`src/rtl/lr35902_lbus_pkg.sv`:
```
// Shared types and address map for the LR35902 low-address bus controller.
package lr35902_lbus_pkg;

  typedef enum logic [2:0] {
    S_IDLE,
    S_BROM,
    S_REG,
    S_SETUP,
    S_STROBE,
    S_HOLD
  } lbus_state_e;

  localparam logic [15:0] BROM_END     = 16'h00FF;
  localparam logic [15:0] CROM_END     = 16'h7FFF;
  localparam logic [15:0] CRAM_BASE    = 16'hA000;
  localparam logic [15:0] CRAM_END     = 16'hBFFF;
  localparam logic [15:0] BROM_DIS_ADR = 16'hFF50;

  localparam int unsigned WAIT_W = 4;

endpackage

```
`src/rtl/lr35902_cart_seq.sv`:
```
// Cartridge pin sequencer: SETUP -> STROBE (CART_WAIT cycles) -> HOLD, all pins registered.
module lr35902_cart_seq
  import lr35902_lbus_pkg::*;
#(
  parameter int unsigned CART_WAIT = 2
) (
  input  logic        clk,
  input  logic        reset,
  input  logic        start_i,
  input  logic        is_write_i,
  input  logic        is_ram_i,
  input  logic [15:0] adr_i,
  input  logic [7:0]  wdata_i,
  output logic        busy_o,
  output logic        done_o,
  output logic        rd_done_o,
  output logic [15:0] cart_adr_o,
  output logic [7:0]  cart_data_out_o,
  output logic        cart_data_oe_o,
  output logic        cart_rd_n_o,
  output logic        cart_wr_n_o,
  output logic        cart_cs_n_o
);

  localparam logic [WAIT_W-1:0] WAIT_LOAD = WAIT_W'(CART_WAIT - 1);
  localparam logic [WAIT_W-1:0] CNT_ONE   = WAIT_W'(1);

  lbus_state_e       state_q, state_d;
  logic [WAIT_W-1:0] cnt_q, cnt_d;
  logic              wr_q, wr_d;
  logic [15:0]       adr_q, adr_d;
  logic [7:0]        dout_q, dout_d;
  logic              oe_q, oe_d;
  logic              rd_n_q, rd_n_d;
  logic              wr_n_q, wr_n_d;
  logic              cs_n_q, cs_n_d;

  always_ff @(posedge clk) begin
    if (reset) begin
      state_q <= S_IDLE;
      cnt_q   <= '0;
      wr_q    <= 1'b0;
      adr_q   <= '0;
      dout_q  <= '0;
      oe_q    <= 1'b0;
      rd_n_q  <= 1'b1;
      wr_n_q  <= 1'b1;
      cs_n_q  <= 1'b1;
    end else begin
      state_q <= state_d;
      cnt_q   <= cnt_d;
      wr_q    <= wr_d;
      adr_q   <= adr_d;
      dout_q  <= dout_d;
      oe_q    <= oe_d;
      rd_n_q  <= rd_n_d;
      wr_n_q  <= wr_n_d;
      cs_n_q  <= cs_n_d;
    end
  end

  // done_o is combinational in the last STROBE cycle so the parent can register ack into HOLD.
  always_comb begin
    state_d = state_q;
    cnt_d   = cnt_q;
    wr_d    = wr_q;
    adr_d   = adr_q;
    dout_d  = dout_q;
    oe_d    = oe_q;
    rd_n_d  = rd_n_q;
    wr_n_d  = wr_n_q;
    cs_n_d  = cs_n_q;
    done_o  = 1'b0;
    case (state_q)
      S_IDLE: begin
        if (start_i) begin
          state_d = S_SETUP;
          adr_d   = adr_i;
          cs_n_d  = ~is_ram_i;
          wr_d    = is_write_i;
          oe_d    = is_write_i;
          if (is_write_i) dout_d = wdata_i;
        end
      end
      S_SETUP: begin
        state_d = S_STROBE;
        cnt_d   = WAIT_LOAD;
        rd_n_d  = wr_q;
        wr_n_d  = ~wr_q;
      end
      S_STROBE: begin
        if (cnt_q == '0) begin
          state_d = S_HOLD;
          rd_n_d  = 1'b1;
          wr_n_d  = 1'b1;
          done_o  = 1'b1;
        end else begin
          cnt_d = cnt_q - CNT_ONE;
        end
      end
      S_HOLD: begin
        state_d = S_IDLE;
        cs_n_d  = 1'b1;
        oe_d    = 1'b0;
      end
      default: state_d = S_IDLE;
    endcase
  end

  assign busy_o          = (state_q != S_IDLE);
  assign rd_done_o       = done_o & ~wr_q;
  assign cart_adr_o      = adr_q;
  assign cart_data_out_o = dout_q;
  assign cart_data_oe_o  = oe_q;
  assign cart_rd_n_o     = rd_n_q;
  assign cart_wr_n_o     = wr_n_q;
  assign cart_cs_n_o     = cs_n_q;

endmodule

```
`src/rtl/lr35902_lbus_ctrl.sv`:
```
// Low-address bus controller: decodes CPU requests to boot ROM, FF50 register or cartridge.
module lr35902_lbus_ctrl
  import lr35902_lbus_pkg::*;
#(
  parameter int unsigned CART_WAIT = 2
) (
  input  logic        clk,
  input  logic        reset,
  input  logic [15:0] cpu_adr_i,
  input  logic [7:0]  cpu_dout_i,
  input  logic        cpu_read_i,
  input  logic        cpu_write_i,
  output logic [7:0]  cpu_din_o,
  output logic        cpu_ack_o,
  output logic [7:0]  brom_adr_o,
  output logic        brom_read_o,
  input  logic [7:0]  brom_dout_i,
  input  logic        brom_hide_i,
  output logic        brom_write_reg_o,
  output logic [15:0] cart_adr_o,
  output logic [7:0]  cart_data_out_o,
  input  logic [7:0]  cart_data_in_i,
  output logic        cart_data_oe_o,
  output logic        cart_rd_n_o,
  output logic        cart_wr_n_o,
  output logic        cart_cs_n_o
);

  lbus_state_e state_q, state_d;
  logic [7:0]  din_q, din_d;
  logic        ack_q, ack_d;
  logic        wreg_q, wreg_d;

  logic seq_start, seq_busy, seq_done, seq_rd_done;
  logic is_wr, req, accept, brom_hit, reg_hit, cram_hit, cart_hit;

  // Simultaneous read+write is a write; writes never target the boot ROM.
  assign is_wr    = cpu_write_i;
  assign req      = cpu_read_i | cpu_write_i;
  assign accept   = req && (state_q == S_IDLE) && !seq_busy;
  assign brom_hit = !is_wr && !brom_hide_i && (cpu_adr_i <= BROM_END);
  assign reg_hit  = (cpu_adr_i == BROM_DIS_ADR);
  assign cram_hit = (cpu_adr_i >= CRAM_BASE) && (cpu_adr_i <= CRAM_END);
  assign cart_hit = ((cpu_adr_i <= CROM_END) && !brom_hit) || cram_hit;

  always_ff @(posedge clk) begin
    if (reset) begin
      state_q <= S_IDLE;
      din_q   <= 8'hFF;
      ack_q   <= 1'b0;
      wreg_q  <= 1'b0;
    end else begin
      state_q <= state_d;
      din_q   <= din_d;
      ack_q   <= ack_d;
      wreg_q  <= wreg_d;
    end
  end

  always_comb begin
    state_d     = state_q;
    din_d       = din_q;
    ack_d       = 1'b0;
    wreg_d      = 1'b0;
    seq_start   = 1'b0;
    brom_read_o = 1'b0;
    case (state_q)
      S_IDLE: begin
        if (accept) begin
          if (brom_hit) begin
            brom_read_o = 1'b1;
            state_d     = S_BROM;
          end else if (reg_hit) begin
            state_d = S_REG;
            ack_d   = 1'b1;
            wreg_d  = is_wr;
            if (!is_wr) din_d = 8'hFF;
          end else if (cart_hit) begin
            seq_start = 1'b1;
          end
        end
      end
      S_BROM: begin
        state_d = S_IDLE;
        ack_d   = 1'b1;
        din_d   = brom_dout_i;
      end
      S_REG:   state_d = S_IDLE;
      default: state_d = S_IDLE;
    endcase
    if (seq_done) ack_d = 1'b1;
    if (seq_rd_done) din_d = cart_data_in_i;
  end

  lr35902_cart_seq #(
    .CART_WAIT(CART_WAIT)
  ) u_cart_seq (
    .clk            (clk),
    .reset          (reset),
    .start_i        (seq_start),
    .is_write_i     (is_wr),
    .is_ram_i       (cram_hit),
    .adr_i          (cpu_adr_i),
    .wdata_i        (cpu_dout_i),
    .busy_o         (seq_busy),
    .done_o         (seq_done),
    .rd_done_o      (seq_rd_done),
    .cart_adr_o     (cart_adr_o),
    .cart_data_out_o(cart_data_out_o),
    .cart_data_oe_o (cart_data_oe_o),
    .cart_rd_n_o    (cart_rd_n_o),
    .cart_wr_n_o    (cart_wr_n_o),
    .cart_cs_n_o    (cart_cs_n_o)
  );

  assign cpu_din_o        = din_q;
  assign cpu_ack_o        = ack_q;
  assign brom_adr_o       = cpu_adr_i[7:0];
  assign brom_write_reg_o = wreg_q;

endmodule

```
`config.mk`:
```
export PLATFORM = sky130hd
export DESIGN_NAME = lr35902_lbus_ctrl
export DESIGN_NICKNAME = d
export VERILOG_FILES = /design/src/rtl/lr35902_lbus_pkg.sv /design/src/rtl/lr35902_cart_seq.sv /design/src/rtl/lr35902_lbus_ctrl.sv
export SDC_FILE = /design/constraint.sdc
export NUM_CORES = 1
export LEC_CHECK = 0
export ABC_AREA = 0
export BUFFER_PORTS_ARGS = -buffer_cell sky130_fd_sc_hd__buf_4
export CORE_MARGIN = 5
export CORE_UTILIZATION = 50
export DETAILED_ROUTE_END_ITERATION = 10
export GPL_TIMING_DRIVEN = 0
export PLACE_DENSITY = 0.83
export SYNTH_ARGS = -nofsm -noshare
export SYNTH_HDL_FRONTEND = slang
export SYNTH_SLANG_ARGS = --single-unit
```
`constraint.sdc`:
```
create_clock -name clk -period 5.1 [get_ports clk]
set_input_delay 1.53 -clock clk [delete_from_list [all_inputs] [get_ports clk]]
set_output_delay 1.53 -clock clk [all_outputs]
set_load 0.005 [all_outputs]
```
# --- Word level (Yosys, flattened, before mapping) ---
# Index checks and enable logic that the tools add are counted.
# W data, S select, Z words.
word_totals:
  reg_bits: 49
  elab_cells: 101
  inputBits: 45
  output_inout_bits: 47
op_classes:
  reduce_logical: 29
  mux: 35
  n_bitwise: 7
  n_eq_ne: 12
  addsub: 1
  n_lt_le_gt_ge: 4
ops:
  columns: ["cell", "count"]
  rows:
  - ["$mux W8", 5]
  - ["$mux W1", 17]
  - ["$eq A16 B16 Y1 const B", 1]
  - ["$ge A16 B16 Y1 const B", 1]
  - ["$le A16 B15 Y1 const B", 1]
  - ["$le A16 B16 Y1 const B", 1]
  - ["$le A16 B8 Y1 const B", 1]
  - ["$pmux W8 S2", 1]
  - ["$mux W3", 4]
  - ["$ne A3 B3 Y1 const B", 4]
  - ["$reduce_and A2 Y1", 6]
  - ["$pmux W1 S2", 5]
  - ["$pmux W3 S3", 1]
  - ["$pmux W4 S2", 1]
  - ["$eq A3 B3 Y1 const B", 2]
  - ["$logic_and A1 B1 Y1", 6]
  - ["$logic_not A3 Y1", 2]
  - ["$reduce_bool A2 Y1", 3]
  - ["$reduce_bool A3 Y1", 2]
  - ["$not A1 Y1", 5]
  - ["$reduce_and A5 Y1", 1]
  - ["$reduce_or A5 Y1", 1]
  - ["$logic_not A1 Y1", 4]
  - ["$logic_not A4 Y1", 1]
  - ["11 further kinds", 12]

# --- Depth between registers and ports, before layout ---
# Gate-level depths: netlist of run 1.
logic_depth:
  word_depth: 13
  ltp_mapped: 8
  ltp_nobuf: 6

# --- Hierarchy ---
# From an unflattened synthesis of run 1, not the netlist that was laid out.
hier_totals:
  hier_cells: 244
  area_unflattened_um2: 2097.0
modules_own_cells:
  columns: ["mod", "cells_per_inst", "area_per_inst_um2", "instances", "seq_area_each_um2"]
  rows:
  - ["lr35902_cart_seq", 168, 1395.1, 1, 720.7]
  - ["lr35902_lbus_ctrl", 76, 701.9, 1, 240.2]

# --- Worst setup path before layout of run 1 ---
# Ideal clock, no wire load.
synth_path:
  path_kind: "input port to output port"
  startpoint: "input port cpu_write_i"
  endpoint: "output port brom_read_o"
  required_time_ns: 3.570
  n_path_buf: 1
  arrival_ns: 2.180
  slack_ns: 1.390
  path_stages: 4
  path_cell_list: "nor2_1 -> or3_4 -> clkbuf_1 -> nor2_1"
synth_between:
  elab_chain_cells: 6
  elab_cells_between_ends: 9
  classes_between: "mux: 3; bitwise: 1; reduce/logical: 5"
synth_lines:
  columns: ["element", "line", "source"]
  rows:
  - ["start, declared", "lr35902_lbus_ctrl.sv:12", "input logic cpu_write_i,"]
  - ["$logic_not A1 Y1", null, null]
  - ["$logic_and A1 B1 Y1 (2 in a row)", "lr35902_lbus_ctrl.sv:41", "assign brom_hit = !is_wr && !brom_hide_i && (cpu_adr_i <= BROM_END);"]
  - ["$mux W1", "lr35902_lbus_ctrl.sv:70", "if (brom_hit) begin"]
  - ["$mux W1 *", "lr35902_lbus_ctrl.sv:69", "if (accept) begin"]
  - ["$mux W1 *", "lr35902_lbus_ctrl.sv:67", "case (state_q)"]
  - ["end, declared", "lr35902_lbus_ctrl.sv:16", "output logic brom_read_o,"]
# Mark *: on every way between the ends. The rest lies on a longest branch, timed or not.

# --- Worst setup path after layout of run 1 ---
# Same ends and word-level chain as after synthesis.

==> flow_summary.json, run 1 <==
{
  "setup_tns_ns": 0,
  "grt_pass1_vias": 2333,
  "synth_top_area_share": 0.433,
  "vias": 2175,
  "power_frac_clock": 0.333,
  "p_int_uw": 617,
  "hold_buffers": 0,
  "cts.sinks": 48,
  "synth_top_area_cell": "dfxtp_1",
  "end_kind": "output pin",
  "syn_area_sq_mm": 0.00222,
  "place_congestion": 0.774,
  "p_leak_uw": 0.00137,
  "final_max_slew_viol_count": 0,
  "max-slew-margin-rel": 0.505,
  "clk_latency_ns": 0.30,
  "row_count": 24,
  "track_usage": 0.206,
  "fillers": 368,
  "multi_input_comb_area_sq_mm": 0.00110,
  "core_sq_mm": 0.00432,
  "ios": 92,
  "clockRootBuffer": "clkbuf_8",
  "async_flop_share": 0,
  "cpPeakStageDelay_ns": 0.33,
  "fin_crit_sh": 0.794,
  "cts_buffers": 5,
  "drt_iter0_markers": 88,
  "cp_data_arrival_time_ns": 2.52,
  "yosysUniqueCellTypes": 43,
  "routed_via_density": 5.30,
  "fin_area_sq_mm": 0.00308,
  "pwr-share-seq": 0.491,
  "drt-total-wl_um": 5950,
  "worstMarginPinSlew_ns": 0.735,
  "grt_pass1_wl_um": 10200,
  "yosys-top-cells-area": "dfxtp_1, mux2i_1, nand2_1, nor2_1, mux2_2",
  "hold_class": "register to register",
  "fmax_mhz": 247,
  "cts_resized": 0,
  "p_total_uw": 826,
  "period_minus_slack_ns": 4.05,
  "netlist_instances": 259,
  "initial_utilization": 0.514,
  "reg2reg_from": "u_cart_seq.cnt_q[0]",
  "cp-start-kind": "primary input",
  "peakVddDrop_uv": 189,
  "synth_seq_cells": 48,
  "fin_nets": 403,
  "final_cell_mix": "buf_4, dfxtp_1, nand2_1",
  "cts_buffer_depth": 2,
  "holdCritStartpoint": "u_cart_seq.cart_adr_o[1]",
  "dieWidth_um": 76.6,
  "antenna_found_initial": 0,
  "status": "finished, final reports clean",
  "critPathBufInv": 3,
  "whs_ns": 0.467,
  "clk_pin_slew_ns": 0.09,
  "p_per_area_mw_per_mm2": 268,
  "grt_max_degree": 16,
  "combinationalPowerShare": 0.176,
  "synthFlopType": "dfxtp_1",
  "area_growth_pct": 38.7,
  "drtAntennaViolNets": 0,
  "yosys_warnings": 0,
  "route.detailed.drc": 0,
  "synth_edf_count": 0,
  "p_sw_frac": 0.254,
  "synth_fp_nets": 305,
  "regArea_sq_um": 961,
  "die_h_um": 76.6,
  "numPortBuffers": 91,
  "first_pass_iters": 4,
  "max-cap-violations": 0,
  "hold_viol": 0,
  "cp-startpoint": "cpu_write_i",
  "path_delay_family": "simple AND/OR/NAND/NOR gates",
  "drive_gt1_frac": 0.394,
  "switching_power_uw": 210,
  "rsz0062_at_grt": "no",
  "cts_tree": "yes",
  "worstPathMaxFanout": 10,
  "critical_path_class": "primary input to output pin",
  "critPathSlowestCell": "or3_4",
  "wl_per_cell_um": 14.5,
  "hpwl_um": 4600,
  "crit_chain": "buf_4, nor2_1, or3_4, clkbuf_1, nor2_1, buf_4",
  "avgSynthCellArea_sq_um": 8.57,
  "die-area_sq_mm": 0.00587,
  "ys_seq_area_frac": 0.433,
  "setup_viol": 0,
  "finClkSkew_ns": 0.0102,
  "layout_commonest_cell": "buf_4",
  "required_ns": 3.57,
  "htree_levels": 2,
  "grt_overflow": 0,
  "post_cts_buffers": 0,
  "diodes": 0,
  "placed_area_sq_mm": 0.00297
}
cells by family (layout without fill, tap and decap cells):
logic type      count (synthesis)  count (layout)  share of synthesized area
buf+inv                        31             130                     0.0715
xor+xnor                        2               2                    0.00789
fa+ha+maj                       1               1                    0.00563
compound gates                 38              38                      0.110
simple gates                  116             116                      0.264
mux                            23              23                      0.108
flops                          48              48                      0.433
per-stage QoR:
| step | std cells | worst slack [ns] | utilization |
|---|---|---|---|
| 4_1_cts | 410 | 1.06 | 0.712 |
| 2_1_floorplan | 259 | 1.39 | - |
| 3_5_place_dp | 402 | 1.06 | 0.687 |
| 3_3_place_gp | 402 | 1.08 | 0.687 |
| 6_report | 410 | 1.05 | 0.712 |
| 5_1_grt | 410 | 0.949 | 0.712 |
worst min-delay path, stage by stage (launching register included):
cell and delay, ns:
dfxtp_1 0.32, nand2_1 0.06, mux2i_1 0.05
layout make-up:
| class | instances | area share |
|---|---|---|
| multi-input cells | 180 | 0.357 |
| repair buffers | 91 | 0.222 |
| clock buffers | 5 | 0.0223 |
| inverters | 6 | 0.00731 |
| plain buffers | 25 | 0.0443 |
| well taps | 52 | 0.0211 |
| flip-flops and latches | 48 | 0.312 |
| clock inverters | 3 | 0.0138 |
worst paths after layout:
| kind | endpoint | slack [ns] | depth (start not counted) |
|---|---|---|---|
| setup reg to reg | cpu_din_o[4] | 2.65 | 8 |
| hold reg to reg | u_cart_seq.cart_adr_o[1] | 0.47 | 2 |
| setup / recovery | brom_read_o | 1.05 | 6 |
| hold / removal | u_cart_seq.cart_adr_o[1] | 0.47 | 2 |
synthesized netlist by cell type (5+ instances only):
| library cell | count |
|---|---|
| mux2i_1 | 15 |
| dfxtp_1 | 48 |
| clkbuf_1 | 11 |
| nand3_1 | 11 |
| nor3_1 | 13 |
| inv_1 | 5 |
| mux2_2 | 8 |
| o21ai_0 | 9 |
| nand2_1 | 37 |
| a21oi_1 | 10 |
| nor2_1 | 26 |
| buf_4 | 8 |
| a21oi_2 | 8 |
flip-flops by register name, summed over array words and instances, names as in the netlist:
signal                      count
u_cart_seq.cart_adr_o          16
cpu_din_o                       8
u_cart_seq.cart_data_out_o      8
u_cart_seq.cnt_q                4
u_cart_seq.state_q              3
state_q                         2
brom_write_reg_o                1
cpu_ack_o                       1
u_cart_seq.cart_cs_n_o          1
u_cart_seq.cart_data_oe_o       1
u_cart_seq.cart_rd_n_o          1
u_cart_seq.cart_wr_n_o          1
u_cart_seq.wr_q                 1
power groups by stage:
| stage | clock network [uW] | registers, uW | logic [uW] |
|---|---|---|---|
| 6_report | 275 | 406 | 145 |
| 5_1_grt | 292 | 409 | 160 |
| 4_1_cts | 278 | 406 | 147 |
| 3_5_place_dp | 0 | 414 | 146 |
| 3_3_place_gp | 0 | 414 | 143 |
| 2_1_floorplan | 0 | 414 | 68.3 |
layer usage:
layer	GRT usage	part of all wire
met4	0.0594	0.0079
met2	0.372	0.51
met1	0.221	0.40
met3	0.0768	0.083
met5	0	0
(Power assumes the default switching activity.)
==> run 2, diff against run 1 <==
--- a/config.mk
+++ b/config.mk
@@ -8,10 +8,10 @@
 export ABC_AREA = 0
 export BUFFER_PORTS_ARGS = -buffer_cell sky130_fd_sc_hd__buf_4
 export CORE_MARGIN = 5
-export CORE_UTILIZATION = 50
+export CORE_UTILIZATION = 48
 export DETAILED_ROUTE_END_ITERATION = 10
 export GPL_TIMING_DRIVEN = 0
-export PLACE_DENSITY = 0.83
+export PLACE_DENSITY = 0.8
 export SYNTH_ARGS = -nofsm -noshare
 export SYNTH_HDL_FRONTEND = slang
 export SYNTH_SLANG_ARGS = --single-unit
==> constraint.sdc (replaced) <==
create_clock -name clk -period 4.2 [get_ports clk]
set_input_delay 1.26 -clock clk [delete_from_list [all_inputs] [get_ports clk]]
set_output_delay 1.26 -clock clk [all_outputs]
set_load 0.005 [all_outputs]
==> flow_summary.json, run 2 (same netlist as run 1, synthesis figures left out) <==
{
  "grt_pass1_vias": 2157,
  "wl_per_cell_um": 14.4,
  "critical_path_class": "primary input to output pin",
  "period_minus_slack_ns": 3.53,
  "dieWidth_um": 78.0,
  "clk_pin_slew_ns": 0.08,
  "clockRootBuffer": "clkbuf_8",
  "area_growth_pct": 37.7,
  "row_count": 24,
  "cts_tree": "yes",
  "cts_resized": 0,
  "diodes": 0,
  "antenna_found_initial": 0,
  "grt_pass1_wl_um": 9590,
  "first_pass_iters": 4,
  "whs_ns": 0.465,
  "numPortBuffers": 91,
  "die_h_um": 78.0,
  "worstMarginPinSlew_ns": 0.744,
  "fin_area_sq_mm": 0.00306,
  "htree_levels": 2,
  "setup_tns_ns": 0,
  "hold_buffers": 0,
  "largest_reg_flops": 16,
  "drive_gt1_frac": 0.388,
  "worstPathMaxFanout": 10,
  "cts.sinks": 48,
  "clk_latency_ns": 0.29,
  "layout_commonest_cell": "buf_4",
  "final_cell_mix": "buf_4, dfxtp_1, nand2_1",
  "end_kind": "output pin",
  "core_sq_mm": 0.00441,
  "initial_utilization": 0.503,
  "setup_viol": 0,
  "post_cts_buffers": 0,
  "fmax_mhz": 284,
  "required_ns": 2.94,
  "peakVddDrop_uv": 209,
  "drt-total-wl_um": 5910,
  "hpwl_um": 4480,
  "die-area_sq_mm": 0.00609,
  "routed_via_density": 5.17,
  "final_max_slew_viol_count": 0,
  "cts_buffer_depth": 2,
  "fin_nets": 403,
  "drt_iter0_markers": 83,
  "rsz0062_at_grt": "no",
  "place_congestion": 0.786,
  "p_per_area_mw_per_mm2": 310,
  "hold_viol": 0,
  "vias": 2120,
  "hold_class": "register to register",
  "max-slew-margin-rel": 0.499,
  "cts_buffers": 5,
  "route.detailed.drc": 0,
  "p_leak_uw": 0.00136,
  "placed_area_sq_mm": 0.00297,
  "cp-start-kind": "primary input",
  "ios": 92,
  "status": "finished, final reports clean",
  "grt_overflow": 0,
  "fin_crit_sh": 0.840,
  "max-cap-violations": 0,
  "grt_max_degree": 14,
  "cp_data_arrival_time_ns": 2.27,
  "finClkSkew_ns": 0.00696,
  "drtAntennaViolNets": 0,
  "track_usage": 0.188
}
[run 2: critical path: stages]
cell and delay [ns]:
buf_4 0.13, nor2_1 0.16, or3_4 0.16, clkbuf_1 0.33, nor2_1 0.07, buf_4 0.15
[run 2: path summary, 6_finish.rpt]
check	slack [ns]	from	cells past startpoint	to
min	0.46	u_cart_seq.cart_adr_o[8]	2	u_cart_seq.cart_adr_o[8]
max reg2reg	1.68	u_cart_seq.cnt_q[0]	8	cpu_din_o[4]
min reg2reg	0.46	u_cart_seq.cart_adr_o[8]	2	u_cart_seq.cart_adr_o[8]
max	0.67	cpu_write_i	6	brom_read_o
[run 2: layout make-up]
class / count / area [sq um]
Clock buffer: 8 / 90.1
Fill cell: 382 / 1360
Buffer: 25 / 136
Timing Repair Buffer: 91 / 683
Tap cell: 52 / 65.1
Inverter: 6 / 22.5
Multi-Input combinational cell: 180 / 1100
Sequential cell: 48 / 961
[run 2: metal layers]
layer	share of wire	global-route usage	wire length, um	vias up
met5	0	0	0	-
met4	0.0068	0.0507	40	0
met3	0.087	0.0652	513	4
met2	0.49	0.333	2900	68
met1	0.42	0.215	2460	967
li1	-	-	-	1081
[run 2: power breakdown]
| group | internal [uW] | leakage, uW | switching [uW] | total (uW) |
|---|---|---|---|---|
| clock | 134 | 0.0000455 | 144 | 279 |
| combinational | 94.5 | 0.000920 | 82.3 | 177 |
| sequential | 478 | 0.000391 | 14.2 | 492 |
| total | 707 | 0.00136 | 241 | 948 |
[run 2: per-stage QoR]
stage / total power, uW / util / worst slack [ns] / cells
after floorplan: 585 / - / 1.03 / 259
after global placement: 677 / 0.673 / 0.703 / 402
after detailed placement: 680 / 0.673 / 0.694 / 402
after CTS: 956 / 0.693 / 0.666 / 410
after global routing: 987 / 0.693 / 0.604 / 410
final: 948 / 0.693 / 0.673 / 410
==> run 3, diff against run 2 <==
--- a/config.mk
+++ b/config.mk
@@ -8,10 +8,10 @@
 export ABC_AREA = 0
 export BUFFER_PORTS_ARGS = -buffer_cell sky130_fd_sc_hd__buf_4
 export CORE_MARGIN = 5
-export CORE_UTILIZATION = 48
+export CORE_UTILIZATION = 43
 export DETAILED_ROUTE_END_ITERATION = 10
 export GPL_TIMING_DRIVEN = 0
-export PLACE_DENSITY = 0.8
+export PLACE_DENSITY = 0.76
 export SYNTH_ARGS = -nofsm -noshare
 export SYNTH_HDL_FRONTEND = slang
 export SYNTH_SLANG_ARGS = --single-unit
==> constraint.sdc (replaced) <==
create_clock -name clk -period 2.9 [get_ports clk]
set_input_delay 0.87 -clock clk [delete_from_list [all_inputs] [get_ports clk]]
set_output_delay 0.87 -clock clk [all_outputs]
set_load 0.005 [all_outputs]
==> flow_summary.json, run 3 (same netlist as run 1, synthesis figures left out) <==
{
  "status": "finished, final reports clean",
  "fin_crit_sh": 0.940,
  "layout_commonest_cell": "buf_4",
  "cts_tree": "yes",
  "vias": 2126,
  "grt_overflow": 0,
  "critical_path_class": "register to output pin",
  "cts_resized": 0,
  "post_cts_buffers": 0,
  "hold_viol": 0,
  "largest_reg_flops": 16,
  "clk_pin_slew_ns": 0.09,
  "max-cap-violations": 0,
  "die_h_um": 81.9,
  "worstMarginPinSlew_ns": 0.803,
  "drt_iter0_markers": 72,
  "die-area_sq_mm": 0.00670,
  "required_ns": 2.03,
  "route.detailed.drc": 0,
  "whs_ns": 0.462,
  "area_growth_pct": 38.8,
  "hpwl_um": 4650,
  "finClkSkew_ns": 0.00998,
  "drtAntennaViolNets": 0,
  "fin_nets": 402,
  "grt_pass1_vias": 2131,
  "routed_via_density": 4.98,
  "worstPathMaxFanout": 12,
  "first_pass_iters": 4,
  "initial_utilization": 0.438,
  "fin_area_sq_mm": 0.00308,
  "clk_latency_ns": 0.30,
  "placed_area_sq_mm": 0.00299,
  "final_cell_mix": "buf_4, dfxtp_1, nand2_1",
  "wl_per_cell_um": 14.0,
  "grt_max_degree": 15,
  "cp-start-kind": "register",
  "cp_data_arrival_time_ns": 1.86,
  "peakVddDrop_uv": 319,
  "htree_levels": 2,
  "p_leak_uw": 0.00135,
  "ios": 92,
  "place_congestion": 0.791,
  "final_max_slew_viol_count": 0,
  "cts_buffer_depth": 2,
  "period_minus_slack_ns": 2.73,
  "clockRootBuffer": "clkbuf_8",
  "diodes": 0,
  "p_per_area_mw_per_mm2": 448,
  "fillers": 500,
  "antenna_found_initial": 0,
  "rsz0062_at_grt": "no",
  "track_usage": 0.183,
  "max-slew-margin-rel": 0.459,
  "dieWidth_um": 81.9,
  "numPortBuffers": 91,
  "fmax_mhz": 367,
  "drive_gt1_frac": 0.392,
  "hold_buffers": 0,
  "cts.sinks": 48,
  "end_kind": "output pin",
  "cts_buffers": 5,
  "setup_viol": 0,
  "core_sq_mm": 0.00507,
  "grt_pass1_wl_um": 9680,
  "drt-total-wl_um": 6000,
  "row_count": 26,
  "hold_class": "register to register"
}
-- run 3: stage by stage --
| stage | power [uW] | setup WS (ns) | cells | TNS, ns | util |
|---|---|---|---|---|---|
| 2_1_floorplan | 848 | 0.280 | 259 | 0 | - |
| 3_3_place_gp | 981 | 0.0122 | 420 | 0 | 0.589 |
| 3_5_place_dp | 987 | -0.0357 | 420 | -0.190 | 0.589 |
| 4_1_cts | 1390 | 0.167 | 427 | 0 | 0.607 |
| 5_1_grt | 1450 | 0.111 | 427 | 0 | 0.607 |
| 6_report | 1380 | 0.174 | 427 | 0 | 0.607 |
-- run 3: final cells by class --
type                       instances  area (sq um)  area share
clock buffer                       7          86.3      0.0280
buffer                            24           133      0.0430
tap                               70          87.6      0.0284
timing repair buffer              91           683       0.222
multi-input combinational        180          1100       0.357
clock inverter                     1          7.51     0.00244
sequential                        48           961       0.312
inverter                           6          22.5     0.00731
-- run 3: final timing paths --
check | from | end | slack (ns) | cells after the start
setup / recovery | state_q[1] | brom_read_o | 0.17 | 4
hold / removal | u_cart_seq.cart_adr_o[2] | u_cart_seq.cart_adr_o[2] | 0.46 | 2
setup reg to reg | u_cart_seq.cnt_q[0] | cpu_din_o[4] | 0.45 | 8
hold reg to reg | u_cart_seq.cart_adr_o[2] | u_cart_seq.cart_adr_o[2] | 0.46 | 2
-- run 3: power breakdown --
part / switching, uW / internal (uW) / total [uW]
clock: 217 / 194 / 411
combinational: 120 / 136 / 257
sequential: 19.7 / 692 / 712
-- run 3: metal layers --
layer | global-route usage | vias up | routed length (um)
li1 | - | 1081 | -
met5 | 0 | - | 0
met2 | 0.321 | 66 | 2850
met1 | 0.212 | 975 | 2530
met4 | 0.0299 | 0 | 31
met3 | 0.0724 | 4 | 581
-- run 3: critical path: stages, from the launching register on --
cell,delay (ns)
dfxtp_1,0.34
or4_4,0.53
or3_4,0.46
nor2_1,0.11
buf_4,0.12
